## config.mk

```make
export PLATFORM = sky130hd
export DESIGN_NAME = object_pixel_source
export DESIGN_NICKNAME = d
export VERILOG_FILES = /design/src/rtl/object_pixel_source_pkg.sv /design/src/rtl/object_pixel_source_hit_test.sv /design/src/rtl/object_pixel_source.sv
export SDC_FILE = /design/constraint.sdc
export NUM_CORES = 1
export LEC_CHECK = 0
export BUFFER_PORTS_ARGS = -buffer_cell sky130_fd_sc_hd__buf_2
export CAP_MARGIN = 5
export CORE_ASPECT_RATIO = 0.8
export CORE_MARGIN = 2
export CORE_UTILIZATION = 35
export CTS_CLUSTER_DIAMETER = 30
export CTS_CLUSTER_SIZE = 25
export DETAILED_ROUTE_END_ITERATION = 6
export GPL_ROUTABILITY_DRIVEN = 0
export PLACE_DENSITY = 0.53
export SYNTH_ARGS = -nofsm -noshare
export SYNTH_HDL_FRONTEND = slang
export SYNTH_SLANG_ARGS = --single-unit
```

## constraint.sdc

```tcl
create_clock -name clk -period 3.5 [get_ports clk]
set_input_delay 0.7 -clock clk [delete_from_list [all_inputs] [get_ports clk]]
set_output_delay 0.7 -clock clk [all_outputs]
set_load 0.01 [all_outputs]
```

## src/rtl/object_pixel_source_pkg.sv

```systemverilog
// Shared constants and object-slot layout for the object pixel layer.
// Imported by the hit tester and the top.
package object_pixel_source_pkg;

  localparam int SCR_W = 640;
  localparam int SCR_H = 480;
  localparam logic [11:0] TRANSPARENT = 12'h000;

  localparam int COORD_W = 10;
  localparam int SPR_IDX_W = 3;

  typedef struct packed {
    logic                 active;
    logic [COORD_W-1:0]   x;
    logic [COORD_W-1:0]   y;
    logic [SPR_IDX_W-1:0] sprite;
  } obj_t;

endpackage

```

## src/rtl/object_pixel_source_hit_test.sv

```systemverilog
// Combinational bounds compare of one pixel against all slots.
// Lowest-index hit wins and supplies sprite and in-sprite offset.
module obj_hit_test
  import object_pixel_source_pkg::*;
#(
  parameter int NOBJ  = 4,
  parameter int SPR_W = 64,
  parameter int SPR_H = 64,
  localparam int DX_W = $clog2(SPR_W),
  localparam int DY_W = $clog2(SPR_H)
) (
  input  logic [9:0]            pix_x,
  input  logic [9:0]            pix_y,
  input  obj_t [NOBJ-1:0]       objs,
  output logic                  hit,
  output logic [SPR_IDX_W-1:0]  spr,
  output logic [DX_W-1:0]       dx,
  output logic [DY_W-1:0]       dy
);

  logic [10:0] ex;
  logic [10:0] ey;
  logic        in_x;
  logic        in_y;

  always_comb begin
    hit  = 1'b0;
    spr  = '0;
    dx   = '0;
    dy   = '0;
    ex   = '0;
    ey   = '0;
    in_x = 1'b0;
    in_y = 1'b0;
    // Walk from lowest priority up so the lowest index overwrites last.
    for (int i = NOBJ - 1; i >= 0; i--) begin
      ex   = {1'b0, pix_x} - {1'b0, objs[i].x};
      ey   = {1'b0, pix_y} - {1'b0, objs[i].y};
      in_x = (pix_x >= objs[i].x) &&
             ({1'b0, pix_x} < ({1'b0, objs[i].x} + 11'(SPR_W)));
      in_y = (pix_y >= objs[i].y) &&
             ({1'b0, pix_y} < ({1'b0, objs[i].y} + 11'(SPR_H)));
      if (objs[i].active && in_x && in_y) begin
        hit = 1'b1;
        spr = objs[i].sprite;
        dx  = ex[DX_W-1:0];
        dy  = ey[DY_W-1:0];
      end
    end
  end

endmodule

```

## src/rtl/object_pixel_source.sv

```systemverilog
// Object layer: double-buffered slot table and 3-stage pixel pipeline
// (hit test -> sprite ROM read -> colour register).
module object_pixel_source
  import object_pixel_source_pkg::*;
#(
  parameter int NOBJ   = 4,
  parameter int NSPR   = 8,
  parameter int SPR_W  = 64,
  parameter int SPR_H  = 64,
  parameter int ADDR_W = 15
) (
  input  logic                    clk,
  input  logic                    rstn,
  input  logic                    pix_en,
  input  logic [9:0]              pix_x,
  input  logic [9:0]              pix_y,
  input  logic                    frame_start,
  input  logic                    upd_valid,
  output logic                    upd_ready,
  input  logic [$clog2(NOBJ)-1:0] upd_idx,
  input  logic [9:0]              upd_x,
  input  logic [9:0]              upd_y,
  input  logic [$clog2(NSPR)-1:0] upd_sprite,
  input  logic                    upd_active,
  output logic [ADDR_W-1:0]       rom_addr,
  input  logic [11:0]             rom_data,
  output logic [11:0]             datao,
  output logic                    datao_valid
);

  localparam int DX_W = $clog2(SPR_W);
  localparam int DY_W = $clog2(SPR_H);

  obj_t [NOBJ-1:0] shadow_q, shadow_d;
  obj_t [NOBJ-1:0] active_q, active_d;

  logic [ADDR_W-1:0] rom_addr_q, rom_addr_d;
  logic              hit1_q, hit1_d;
  logic              v1_q, v1_d;
  logic              hit2_q, hit2_d;
  logic              v2_q, v2_d;
  logic [11:0]       datao_q, datao_d;
  logic              dv_q, dv_d;

  logic                 hit;
  logic [SPR_IDX_W-1:0] spr;
  logic [DX_W-1:0]      dx;
  logic [DY_W-1:0]      dy;

  obj_hit_test #(
    .NOBJ (NOBJ),
    .SPR_W(SPR_W),
    .SPR_H(SPR_H)
  ) u_hit (
    .pix_x(pix_x),
    .pix_y(pix_y),
    .objs (active_q),
    .hit  (hit),
    .spr  (spr),
    .dx   (dx),
    .dy   (dy)
  );

  // A write offered during the commit cycle waits one cycle.
  assign upd_ready = !frame_start;

  always_comb begin
    shadow_d = shadow_q;
    if (upd_valid && upd_ready) begin
      shadow_d[upd_idx] = {upd_active, upd_x, upd_y, upd_sprite};
    end
    active_d = frame_start ? shadow_q : active_q;

    rom_addr_d = hit ? {spr, dy, dx} : rom_addr_q;
    hit1_d     = hit && pix_en;
    v1_d       = pix_en;
    hit2_d     = hit1_q;
    v2_d       = v1_q;
    datao_d    = hit2_q ? rom_data : TRANSPARENT;
    dv_d       = v2_q;
  end

  always_ff @(posedge clk) begin
    if (!rstn) begin
      shadow_q   <= '0;
      active_q   <= '0;
      rom_addr_q <= '0;
      hit1_q     <= 1'b0;
      v1_q       <= 1'b0;
      hit2_q     <= 1'b0;
      v2_q       <= 1'b0;
      datao_q    <= '0;
      dv_q       <= 1'b0;
    end else begin
      shadow_q   <= shadow_d;
      active_q   <= active_d;
      rom_addr_q <= rom_addr_d;
      hit1_q     <= hit1_d;
      v1_q       <= v1_d;
      hit2_q     <= hit2_d;
      v2_q       <= v2_d;
      datao_q    <= datao_d;
      dv_q       <= dv_d;
    end
  end

  assign rom_addr    = rom_addr_q;
  assign datao       = datao_q;
  assign datao_valid = dv_q;

endmodule
```

### Yosys cells after proc, flatten, opt, wreduce, memory -nomap -nowiden

Index checks and enable logic that the tools add are counted.

* add/subtract/negate cells: 16
* multiply operators: 0
* divide/modulo/power cells: 0
* order comparisons: 18
* equal/unequal tests: 0
* shift operators: 0
* mux-type cells: 19
* bitwise operators: 0
* reduce and logical (&&, ||, !) cells: 21

Operators by type and width (count)
* bitwise mux 96 bit: 1
* adder 10 x 7 -> 11 bit (second input constant): 8
* < comparator 10 x 11 -> 1 bit: 8
* >= comparator 10 bit: 8
* demux 24 bit (select 2 bit): 1
* 2-to-1 mux 6 bit: 8
* subtractor 6 bit: 8
* 2-to-1 mux 24 bit: 1
* logical AND 1 bit: 19
* 2-to-1 mux 3 bit: 4
* 2-to-1 mux 1 bit: 4
* < comparator 2 x 3 -> 1 bit (second input constant): 1
* >= comparator 2 x 1 -> 1 bit (second input constant): 1
* AND reduction 2 bit: 1
* logical NOT 1 bit: 1

* bits in registers: 224
* bits in latches: 0
* memory bits (writable): 0
* ROM bits: 0
* bits of input ports: 63
* output and inout port bits: 29
* word-level logic and storage cells: 113
* memories: 0

### Longest topological paths before layout

* depth in word-level cells: 10
* gate-level depth with buffers: 14
* depth with buffers taken out: 12

### By module

Synthesis repeated with hierarchy kept, for this count alone.

* cell total of the unflattened synthesis: 1344
* area, all modules: 12817.3 µm²

By module, submodules not included
* object_pixel_source: instances 1, cells an instance 738, area each 8192.9 µm², seq. area each 4484.3 µm²
* obj_hit_test: instances 1, cells an instance 606, area each 4624.4 µm², seq. area each 0.0 µm²

### Least setup slack after synthesis

Ideal clock, no wire load.

* path kind: input port to flip-flop
* start point: input pix_y[0]
* end point: register rom_addr_q[12] (netlist: rom_addr[12])
* arrival time: 3.058 ns
* path slack: 0.320 ns
* cell stages on the path: 11
* path buffers: 0
* cell sequence: inv_1 ha_1 fa_1 nand2b_1 o2bb2ai_1 a31oi_1 a31oi_1 or4b_4 nand4_4 nor2_2 a221o_1

* cells in the longest elaborated chain, start to end: 7
* elaborated cells between the ends (all ways): 24
* those cells by class: order compare (8); mux (8); reduce/logical (8)

Ends and longest elaborated chain
* start: declaration: line object_pixel_source.sv:16 `input logic [9:0] pix_y,`
* < comparator 10 x 11 -> 1 bit / >= comparator 10 bit (equally long branches): line object_pixel_source_hit_test.sv:42, object_pixel_source_hit_test.sv:41
* logical AND 1 bit: line object_pixel_source_hit_test.sv:41 `in_y = (pix_y >= objs[i].y) &&`
* logical AND 1 bit: line object_pixel_source_hit_test.sv:43 `if (objs[i].active && in_x && in_y) begin`
* 2-to-1 mux 3 bit / 2-to-1 mux 1 bit (equally long branches) (4 in a row): line object_pixel_source_hit_test.sv:43
* end signal: assignment: line object_pixel_source.sv:97 `rom_addr_q <= rom_addr_d;`
* end: declaration: line object_pixel_source.sv:37 `logic [ADDR_W-1:0] rom_addr_q, rom_addr_d;`

Parallel ways exist; a longest one is shown, timed or not.
A chain may end at the register's enable or synchronous reset.

### Final worst setup path

* start point: register active_q[14] (netlist name)
* end point: register rom_addr_q[7] (netlist: rom_addr[7])

* cells in the longest elaborated chain, start to end: 6
* elaborated cells between the ends (all ways): 8
* those cells by class: add/sub (1); order compare (2); mux (2); reduce/logical (3)

Ends and longest elaborated chain
* start: declaration: line object_pixel_source.sv:35 `obj_t [NOBJ-1:0] active_q, active_d;`
* start signal: assignment: line object_pixel_source.sv:96 `active_q <= active_d;`
* adder 10 x 7 -> 11 bit: line object_pixel_source_hit_test.sv:40 `({1'b0, pix_x} < ({1'b0, objs[i].x} + 11'(SPR_W)));`
* < comparator 10 x 11 -> 1 bit: line object_pixel_source_hit_test.sv:40
* logical AND 1 bit (*): line object_pixel_source_hit_test.sv:39 `in_x = (pix_x >= objs[i].x) &&`
* logical AND 1 bit (*) (2 in a row): line object_pixel_source_hit_test.sv:43
* 2-to-1 mux 6 bit / 2-to-1 mux 1 bit (equally long branches): line object_pixel_source_hit_test.sv:43

Every way passes the cells marked *; elsewhere a longest branch is shown, timed or not.

==> load_flow_metrics.sql <==
INSERT INTO impl_metrics (metric_group, metric, value, unit) VALUES
('run_status', 'run_status', 'finished clean', ''),
('worst_hold_path', 'type_of_the_worst_min_delay_path', 'input pin to register', ''),
('timing', 'worst_rel_slew_slack', '0.536', ''),
('floorplanning', 'floorplan_die_area', '35800', 'um2'),
('floorplanning', 'design.portCount', '92', ''),
('power_and_ir_drop', 'power_leakage', '6.35', 'nW'),
('yosys', 'synth_nets', '1604', ''),
('yosys', 'synth_enable_flop_cells', '0', ''),
('timing', 'rsz0062_at_grt', 'no', ''),
('power_and_ir_drop', 'power_frac_seq', '0.335', ''),
('cts', 'post_cts.resized_instances', '0', ''),
('cts', 'cts_hold_buf', '0', ''),
('detailed_routing', 'total_wire_length_after_detailed_routing', '37.2', 'mm'),
('power_and_ir_drop', 'internal_power', '5.85', 'mW'),
('placed_design', 'dp_hpwl', '26.4', 'mm'),
('cts', 'worst_skew_pair.late_latency', '0.55', 'ns'),
('floorplanning', 'fp-row-count', '60', ''),
('yosys', 'yosys_most_used_dff', 'sky130_fd_sc_hd__dfxtp_1', ''),
('power_and_ir_drop', 'power.switching_fraction', '0.251', ''),
('placed_design', 'io_buffers', '91', ''),
('yosys', 'synth_top_cell_area_share', '0.374', ''),
('grt', 'first_global_vias', '9812', ''),
('worst_setup_path', 'critPathKind', 'register to register', ''),
('final_layout', 'register_area', '4480', 'um2'),
('power_and_ir_drop', 'power.switching', '1.97', 'mW'),
('cts', 'clock_tree.htree_level_count', '2', ''),
('worst_setup_path', 'endpoint_kind', 'register', ''),
('power_and_ir_drop', 'share_clk_of_total_power', '0.583', ''),
('grt', 'gr-usage-met3', '0.0427', ''),
('yosys', 'seq_area_frac_synth', '0.374', ''),
('yosys', 'post_synth.cell_area_avg', '8.50', 'um2'),
('final_layout', 'net_total_in_the_final_layout', '1755', ''),
('detailed_routing', 'routedWlPerCell', '18.2', 'um'),
('yosys', 'count_of_mapped_cells_out_of_synthesis', '1413', ''),
('yosys', 'most_repeated_cell_in_the_gate_level_netlist_after_synthesis', 'sky130_fd_sc_hd__nand2_1', ''),
('worst_setup_path', 'timing.critical_path.from_type', 'register', ''),
('detailed_routing', 'drt-pass1-iter-count', '6', ''),
('timing', 'max_clock_freq', '310', 'MHz'),
('yosys', 'synth-async-reset-ratio', '0', ''),
('grt', 'remaining_overflow_grt', '0', ''),
('timing', 'clock_skew', '0.0159', 'ns'),
('floorplanning', 'design.core.area', '33700', 'um2'),
('timing', 'report.final.slew_viol_count', '0', ''),
('grt', 'grt_max_degree', '116', ''),
('cts', 'cts_num_sinks', '224', ''),
('floorplanning', 'die-height', '170', 'um'),
('floorplanning', 'floorplan.die.width', '211', 'um'),
('cts', 'cts_made_buffers', '49', ''),
('timing', 'timing.final.crit_period', '3.23', 'ns'),
('yosys', 'synthesis.area', '12000', 'um2'),
('timing', 'finalSetupViolations', '0', ''),
('worst_setup_path', 'critical_path_arrival', '3.65', 'ns'),
('final_layout', 'drive_above_1_share', '0.166', ''),
('power_and_ir_drop', 'power', '7.82', 'mW'),
('final_layout', 'filler_cell_count', '3278', ''),
('cts', 'clock_tree.root_cell', 'sky130_fd_sc_hd__clkbuf_16', ''),
('timing', 'timing.final.crit_share', '0.923', ''),
('cts', 'ctsLongestPathBuffers', '3', ''),
('timing', 'max_slew.worst_pin.slew', '0.696', 'ns'),
('detailed_routing', 'detailroute.via_count', '10400', ''),
('floorplanning', 'start_util', '0.356', ''),
('grt', 'antenna_found_initial', '6', ''),
('detailed_routing', 'drt_first_iter_violations', '713', ''),
('yosys', 'ys_top_cells_by_count', 'sky130_fd_sc_hd__nand2_1 (228), sky130_fd_sc_hd__dfxtp_1 (224), sky130_fd_sc_hd__a21oi_1 (143)', ''),
('final_layout', 'final_core_utilization', '0.445', ''),
('final_layout', 'multiInputGateArea', '6910', 'um2'),
('grt', 'grt_first_pass_wirelength', '57.0', 'mm'),
('yosys', 'synthDistinctLibCells', '75', ''),
('cts', 'tritoncts', 'done', ''),
('power_and_ir_drop', 'power.density_cell_area', '521', 'nW/um2'),
('final_layout', 'area_delta_synth_final', '25.0', '%');
-- placed cells by master, fill, tap and decap left out, types with 5 or more instances in the layout --
| master | Yosys | layout |
|---|---|---|
| sky130_fd_sc_hd__o21a_1 | 9 | 9 |
| sky130_fd_sc_hd__buf_4 | 2 | 67 |
| sky130_fd_sc_hd__a31oi_1 | 9 | 9 |
| sky130_fd_sc_hd__nand2_1 | 228 | 228 |
| sky130_fd_sc_hd__nor2_1 | 140 | 140 |
| sky130_fd_sc_hd__o2111ai_1 | 8 | 8 |
| sky130_fd_sc_hd__inv_6 | 0 | 6 |
| sky130_fd_sc_hd__clkbuf_16 | 0 | 49 |
| sky130_fd_sc_hd__a21o_1 | 16 | 16 |
| sky130_fd_sc_hd__nand3_1 | 25 | 25 |
| sky130_fd_sc_hd__clkbuf_8 | 0 | 6 |
| sky130_fd_sc_hd__dfxtp_1 | 224 | 224 |
| sky130_fd_sc_hd__xnor2_1 | 26 | 26 |
| sky130_fd_sc_hd__a211oi_1 | 8 | 8 |
| sky130_fd_sc_hd__xor2_1 | 11 | 11 |
| sky130_fd_sc_hd__buf_2 | 2 | 90 |
| sky130_fd_sc_hd__o21ai_0 | 30 | 30 |
| sky130_fd_sc_hd__clkinvlp_4 | 0 | 8 |
| sky130_fd_sc_hd__nor2b_1 | 10 | 10 |
| sky130_fd_sc_hd__mux2i_1 | 100 | 100 |
| sky130_fd_sc_hd__o31ai_1 | 5 | 5 |
| sky130_fd_sc_hd__inv_1 | 101 | 101 |
| sky130_fd_sc_hd__nor3_1 | 6 | 5 |
| sky130_fd_sc_hd__a221o_1 | 7 | 7 |
| sky130_fd_sc_hd__fa_1 | 8 | 8 |
| sky130_fd_sc_hd__a22oi_1 | 5 | 5 |
| sky130_fd_sc_hd__a21oi_1 | 143 | 143 |
| sky130_fd_sc_hd__and2_1 | 7 | 7 |
| sky130_fd_sc_hd__clkinv_2 | 0 | 6 |
| sky130_fd_sc_hd__ha_1 | 120 | 120 |
| sky130_fd_sc_hd__clkinv_4 | 0 | 10 |
| sky130_fd_sc_hd__and3_1 | 17 | 17 |
| sky130_fd_sc_hd__nand2b_1 | 9 | 9 |
-- worst paths after layout --
| kind | startpoint | to | slack (ns) | depth (start not counted) |
|---|---|---|---|---|
| setup / recovery | active_q[14]$_SDFFE_PN0P_ | rom_addr[7]$_SDFFE_PN0P_ | 0.27 | 11 |
| hold / removal | rom_data[4] | datao[4]$_SDFF_PN0_ | 0.39 | 2 |
| setup reg to reg | active_q[14]$_SDFFE_PN0P_ | rom_addr[7]$_SDFFE_PN0P_ | 0.27 | 11 |
| hold reg to reg | v1_q$_SDFF_PN0_ | dv_d$_SDFF_PN0_ | 0.43 | 1 |
-- registers in the layout, summed over array words and instances (netlist names) --
signal	count
v1_q	1
hit2_q	1
datao_valid	1
active_q	96
shadow_q	96
rom_addr	15
datao	12
hit1_q	1
dv_d	1
-- critical path, stage by stage (launching register included) --
cell	delay, ns
sky130_fd_sc_hd__dfxtp_1	0.40
sky130_fd_sc_hd__inv_1	0.06
sky130_fd_sc_hd__ha_1	0.28
sky130_fd_sc_hd__nor2b_1	0.15
sky130_fd_sc_hd__o31ai_1	0.31
sky130_fd_sc_hd__a21oi_1	0.25
sky130_fd_sc_hd__a211oi_1	0.38
sky130_fd_sc_hd__buf_4	0.20
sky130_fd_sc_hd__or4b_4	0.50
sky130_fd_sc_hd__nand4_4	0.11
sky130_fd_sc_hd__nor2_2	0.09
sky130_fd_sc_hd__a221o_1	0.39
-- per-layer routing --
layer	routed length (um)	share of wire
met5	22	0.00059
met2	14900	0.40
met3	2400	0.064
met1	19200	0.52
met4	676	0.018
-- cell type report --
type                       count  area share
antenna                        2    0.000334
clock buffer                  58      0.0880
clock inverter                33      0.0228
inverter                     102      0.0259
multi-input combinational   1027       0.460
sequential                   224       0.299
tap                          434      0.0362
timing repair buffer         160      0.0676
-- metrics by stage --
stage                     worst slack, ns  setup TNS, ns  hold slack (ns)  instances  area [um2]
after CTS                           0.317              0            0.363       2038       15000
after global placement             -0.123         -0.733            0.416       1947       13300
after floorplan                     0.320              0            0.412       1413       12000
after global routing                0.115              0            0.367       2039       15000
final                               0.271              0            0.393       2040       15000
after detailed placement           -0.203          -2.40            0.417       1947       13300
-- logic make-up after synthesis --
| group | after synthesis | share of synthesized area |
|---|---|---|
| AO/OA/AOI/OAI | 284 | 0.150 |
| XOR/XNOR | 37 | 0.0270 |
| adder cells (fa/ha/maj) | 128 | 0.138 |
| buffers and inverters | 162 | 0.0515 |
| flip-flops | 224 | 0.374 |
| multiplexers | 100 | 0.0834 |
| AND/OR/NAND/NOR | 478 | 0.176 |
-- power by group through the flow --
stage / Sequential [mW] / Combinational (mW) / Clock, mW
3_3_place_gp: 2.66 / 0.633 / 0
4_1_cts: 2.61 / 0.641 / 4.65
3_5_place_dp: 2.66 / 0.636 / 0
6_report: 2.61 / 0.643 / 4.56
5_1_grt: 2.62 / 0.709 / 4.78
2_1_floorplan: 2.66 / 0.394 / 0
Power figures use the tool's default switching activity.
